`config.mk`:
```
export PLATFORM = sky130hd
export DESIGN_NAME = restoring_divider
export DESIGN_NICKNAME = d
export VERILOG_FILES = /design/src/rtl/restoring_divider.sv
export SDC_FILE = /design/constraint.sdc
export NUM_CORES = 1
export LEC_CHECK = 0
export ABC_CLOCK_PERIOD_IN_PS = 1600
export CAP_MARGIN = 20
export CELL_PAD_IN_SITES_DETAIL_PLACEMENT = 0
export CELL_PAD_IN_SITES_GLOBAL_PLACEMENT = 1
export CORE_MARGIN = 5
export CORE_UTILIZATION = 36
export DETAILED_ROUTE_END_ITERATION = 8
export PLACE_DENSITY_LB_ADDON = 0.1
export SLEW_MARGIN = 0
export SYNTH_ARGS = -nofsm -noshare
export SYNTH_HDL_FRONTEND = slang
export SYNTH_SLANG_ARGS = --single-unit
```
`constraint.sdc`:
```
create_clock -name clk -period 1.6 [get_ports clk]
set_input_delay 0.24 -clock clk [delete_from_list [all_inputs] [get_ports clk]]
set_output_delay 0.24 -clock clk [all_outputs]
set_load 0.02 [all_outputs]
```
`src/rtl/restoring_divider.sv`:
```
// Iterative unsigned restoring divider: one quotient bit per CALC cycle, MSB first.
// Optional `DIV_ZERO_DETECT_EN short-circuits a zero divisor straight to DONE with dbz set.
module restoring_divider #(
  parameter int DIVIDEND_W = 8,
  parameter int DIVISOR_W  = 4
) (
  input  logic                  clk,
  input  logic                  rst_n,
  input  logic                  start,
  input  logic [DIVIDEND_W-1:0] dividend,
  input  logic [DIVISOR_W-1:0]  divisor,
  output logic                  busy,
  output logic                  done,
  output logic [DIVIDEND_W-1:0] quotient,
  output logic [DIVISOR_W-1:0]  remainder,
  output logic                  dbz
);

  localparam logic [1:0] IDLE = 2'd0;
  localparam logic [1:0] CALC = 2'd1;
  localparam logic [1:0] DONE = 2'd2;

  localparam int CNT_W = $clog2(DIVIDEND_W + 1);
  localparam logic [CNT_W-1:0] CNT_LAST = CNT_W'(DIVIDEND_W - 1);

  logic [1:0]            state_q, state_d;
  logic [DIVIDEND_W-1:0] dvd_q, dvd_d;
  logic [DIVISOR_W-1:0]  dvs_q, dvs_d;
  logic [DIVISOR_W:0]    rem_q, rem_d;
  logic [CNT_W-1:0]      cnt_q, cnt_d;
  logic                  busy_q, busy_d;
  logic                  done_q, done_d;
  logic [DIVIDEND_W-1:0] quotient_q, quotient_d;
  logic [DIVISOR_W-1:0]  remainder_q, remainder_d;

  logic [DIVISOR_W:0]    rem_shift;
  logic [DIVISOR_W+1:0]  diff;
  logic                  q_bit;
  logic [DIVISOR_W:0]    rem_next;
  logic [DIVIDEND_W-1:0] quo_next;
  logic                  accept;

  // dvd_q doubles as the quotient shift register: dividend bits leave the top
  // while quotient bits enter at the bottom.
  assign rem_shift = {rem_q[DIVISOR_W-1:0], dvd_q[DIVIDEND_W-1]};
  assign diff      = {1'b0, rem_shift} - {2'b00, dvs_q};
  assign q_bit     = ~diff[DIVISOR_W+1];
  assign rem_next  = q_bit ? diff[DIVISOR_W:0] : rem_shift;
  assign quo_next  = {dvd_q[DIVIDEND_W-2:0], q_bit};
  assign accept    = start && ((state_q == IDLE) || (state_q == DONE));

`ifdef DIV_ZERO_DETECT_EN
  logic dbz_q, dbz_d;
`endif

  always_comb begin
    state_d     = state_q;
    dvd_d       = dvd_q;
    dvs_d       = dvs_q;
    rem_d       = rem_q;
    cnt_d       = cnt_q;
    busy_d      = 1'b0;
    done_d      = 1'b0;
    quotient_d  = quotient_q;
    remainder_d = remainder_q;
`ifdef DIV_ZERO_DETECT_EN
    dbz_d       = dbz_q;
`endif
    case (state_q)
      CALC: begin
        dvd_d  = quo_next;
        rem_d  = rem_next;
        cnt_d  = cnt_q + CNT_W'(1);
        busy_d = 1'b1;
        if (cnt_q == CNT_LAST) begin
          state_d     = DONE;
          busy_d      = 1'b0;
          done_d      = 1'b1;
          quotient_d  = quo_next;
          remainder_d = rem_next[DIVISOR_W-1:0];
`ifdef DIV_ZERO_DETECT_EN
          dbz_d       = 1'b0;
`endif
        end
      end
      default: begin
        state_d = IDLE;
        if (accept) begin
          dvd_d   = dividend;
          dvs_d   = divisor;
          rem_d   = '0;
          cnt_d   = '0;
          state_d = CALC;
          busy_d  = 1'b1;
`ifdef DIV_ZERO_DETECT_EN
          if (divisor == '0) begin
            state_d     = DONE;
            busy_d      = 1'b0;
            done_d      = 1'b1;
            quotient_d  = '1;
            remainder_d = '0;
            dbz_d       = 1'b1;
          end
`endif
        end
      end
    endcase
  end

  always_ff @(posedge clk or negedge rst_n) begin
    if (!rst_n) begin
      state_q     <= IDLE;
      dvd_q       <= '0;
      dvs_q       <= '0;
      rem_q       <= '0;
      cnt_q       <= '0;
      busy_q      <= 1'b0;
      done_q      <= 1'b0;
      quotient_q  <= '0;
      remainder_q <= '0;
    end else begin
      state_q     <= state_d;
      dvd_q       <= dvd_d;
      dvs_q       <= dvs_d;
      rem_q       <= rem_d;
      cnt_q       <= cnt_d;
      busy_q      <= busy_d;
      done_q      <= done_d;
      quotient_q  <= quotient_d;
      remainder_q <= remainder_d;
    end
  end

`ifdef DIV_ZERO_DETECT_EN
  always_ff @(posedge clk or negedge rst_n) begin
    if (!rst_n) begin
      dbz_q <= 1'b0;
    end else begin
      dbz_q <= dbz_d;
    end
  end
  assign dbz = dbz_q;
`else
  assign dbz = 1'b0;
`endif

  assign busy      = busy_q;
  assign done      = done_q;
  assign quotient  = quotient_q;
  assign remainder = remainder_q;

endmodule

```
==> flow_metrics.tcl, run 1 <==
set metrics [dict create \
    cts_buffers 5 \
    seq_area_um2 901 \
    layout_setup_ws_ns -0.0751 \
    multi_input_area_um2 772 \
    h-tree-depth 2 \
    cts_buffer_depth 2 \
    ys_seq_area_share_pct 54.5 \
    pwr_density_cell_mw_per_mm2 2330 \
    pre_cts_slack_ns -0.0785 \
    die_w_um 77.8 \
    combPwrFrac_pct 57.2 \
    critPathCaptureType "flop" \
    synth_flop_cell "dfrtp_1" \
    rows 24 \
    cts_tree "yes" \
    hold_viol 0 \
    ys_warn_count 0 \
    slew_violations 0 \
    layout_min_cycle_time_ns 1.68 \
    critPathArrivalTime_ns 1.85 \
    core_area_mm2 0.00441 \
    ys_ff_latch 36 \
    dieArea_mm2 0.00605 \
    chipHeight_um 77.8 \
    synth_common_cells "45 x nand2_1, 36 x dfrtp_1, 8 x o21ai_0" \
    grt_use_total_pct 14.0 \
    cts-root-buf "clkbuf_8" \
    grt_max_degree 37 \
    rsz0062_at_grt "yes" \
    viasPerCell 4.97 \
    path_class "reg -> reg" \
    finalSetupViolCount 2 \
    power.internal_uw 3310 \
    final_area_mm2 0.00232 \
    grt_pass1_vias 1429 \
    ios 30 \
    maxClockFrequency_ghz 0.597 \
    synth_edf_count 0 \
    cts.clk_slew.worst_paths_ns 0.07 \
    cts_sinks 36 \
    seqPwrFrac_pct 30.4 \
    worstPathMaxFanout 2 \
    antenna_found_initial 0 \
    netSwitchingPower_uw 2100 \
    clkPwrFrac_pct 12.4 \
    clock_skew_ns 0.00873 \
    post_synth_instance_area_mm2 0.00165 \
    crit_required_ns 1.78 \
    drive_above_1_share_pct 24.2 \
    start_util_pct 37.4 \
    nFillCells 406 \
    min_period_over_period_pct 105 \
    yosys-top-cells-area "dfrtp_1 55%, nand2_1 10%, ha_1 3.8%, a22oi_1 3.2%, o21ai_0 2.4%" \
    antenna_cells 0 \
    yosysTopAreaCellShare_pct 54.5 \
    grt_pass1_wl_mm 6.83 \
    overflow 0 \
    async_flop_share_pct 100 \
    switching_share_pct 38.9 \
    vias 1328 \
    finalNetCount 235 \
    area_delta_synth_final_pct 40.3 \
    clk_latency_ns 0.29 \
    synth_top_cell_by_area "dfrtp_1" \
    post-dp-hpwl_mm 2.78 \
    maxCapViolations 0 \
    ant_nets 0 \
    postPlaceCellArea_mm2 0.00216 \
    status "complete, but fails checks" \
    syn-num-nets 184 \
    vdd_ir_drop_max_mv 0.727 \
    leakagePower_uw 0.00108 \
    drtIter0Drc 79 \
    avgRoutedWirePerCell_um 14.7 \
    drt-total-wl_mm 3.93 \
    syn_area_per_cell_um2 10.1 \
    violations "negative setup slack" \
    yosys.cell_types.count 40 \
    first_pass_iters 4 \
    drc 0 \
    yosysMostFrequentCell "nand2_1" \
    synthCells 163 \
    critPathLaunchType "flop" \
    io_buffers 28 \
    hold_path.class "reg -> reg" \
    globalplace.congestion 0.770 \
]
-- repair_timing --
item,CTS,global route
hold buffers,1,0
hold endpoints to repair,5,0
buffers inserted,0,1
setup endpoints to repair,4,7
pin swaps,2,4
gates resized for setup,7,5
gates cloned,0,0
-- path summary, 6_finish.rpt --
kind	start	to	slack (ns)	cells past startpoint
max	dvd_q[7]$_DFFE_PN0P_	rem_q[2]$_DFFE_PN0P_	-0.08	7
min	quotient[6]$_DFFE_PN0P_	quotient[6]$_DFFE_PN0P_	0.47	2
max reg2reg	dvd_q[7]$_DFFE_PN0P_	rem_q[2]$_DFFE_PN0P_	-0.08	7
min reg2reg	quotient[6]$_DFFE_PN0P_	quotient[6]$_DFFE_PN0P_	0.47	2
max in group asynchronous	rst_n	dvs_q[3]$_DFFE_PN0P_	0.75	3
min in group asynchronous	rst_n	quotient[0]$_DFFE_PN0P_	0.52	3
-- cells by family (layout without fill, tap and decap cells) --
family                   count (synthesis)  after routing  share of synthesized area [%]
buffers and inverters                   16             68                           4.39
AND/OR/NAND/NOR                         71             71                           21.0
XOR/XNOR                                 2              2                           1.06
adder cells (fa/ha/maj)                  6              6                           5.00
multiplexers                             1              1                          0.681
AO/OA/AOI/OAI                           30             30                           13.2
other                                    1              1                          0.227
flip-flops                              36             36                           54.5
-- critical path: stages (launching register included) --
cell,delay [ns]
dfrtp_1,0.39
inv_2,0.08
ha_4,0.13
inv_2,0.04
fa_2,0.40
xnor2_2,0.18
o31ai_2,0.10
a32o_1,0.26
-- area by class of cell --
cell class	instances	share of cell area, %
Tap cell	52	2.80
Inverter	8	1.29
Clock buffer	7	3.72
Multi-Input combinational cell	111	33.3
Clock inverter	1	0.324
Timing Repair Buffer	52	19.7
Sequential cell	36	38.8
-- per-stage QoR --
stage | utilization, % | TNS [ns] | hold WS [ns] | std cells | total power [uW]
2_1_floorplan | - | -0.0340 | -0.0556 | 163 | 3400
3_3_place_gp | 49.0 | -0.110 | 0.310 | 257 | 4500
3_5_place_dp | 49.0 | -0.298 | 0.319 | 257 | 4540
4_1_cts | 51.8 | -0.0270 | 0.480 | 266 | 5330
5_1_grt | 52.6 | -0.344 | 0.495 | 267 | 5850
6_report | 52.6 | -0.109 | 0.475 | 267 | 5410
-- routing by layer --
metal	wire (um)	part of all wire (%)	track usage (%)	up-vias
li1	-	-	-	654
met5	0	0	0	-
met3	165	4.2	3.70	5
met1	1820	46	18.8	642
met2	1890	48	21.8	27
met4	50	1.3	4.64	0
-- layout by cell type (no fill, tap or decap), types with 2 or more instances in the layout --
cell type,instances
o21ai_1,2
o21ai_0,8
nor3_1,3
buf_4,23
dfrtp_1,36
nand4b_1,4
inv_1,4
clkdlybuf4s50_1,27
a22oi_1,7
ha_4,4
o311ai_1,3
nand3_1,2
nor2_1,6
nand2_1,45
clkbuf_8,6
inv_2,4
-- power by group through the flow --
stage               sequential [uW]  clock [uW]  combinational [uW]
floorplan                      1780           0                1620
CTS                            1640         698                2990
finish                         1650         670                3090
detailed placement             1640           0                2900
global placement               1630           0                2870
global route                   1710         735                3410
-- registers in the layout (all words and copies together), names as in the netlist --
register,cells
dvs_q,4
rem_q,4
state_q,2
busy,1
cnt_q,4
dvd_q,8
remainder,4
done,1
quotient,8
Note: power is estimated with default switching activity, not from simulation.
==> run 2, diff against run 1 <==
Settings changed: HOLD_SLACK_MARGIN set to 0.15.
==> results of run 2 <==
No change in the layout: final DEF, timing and power equal those of run 1.
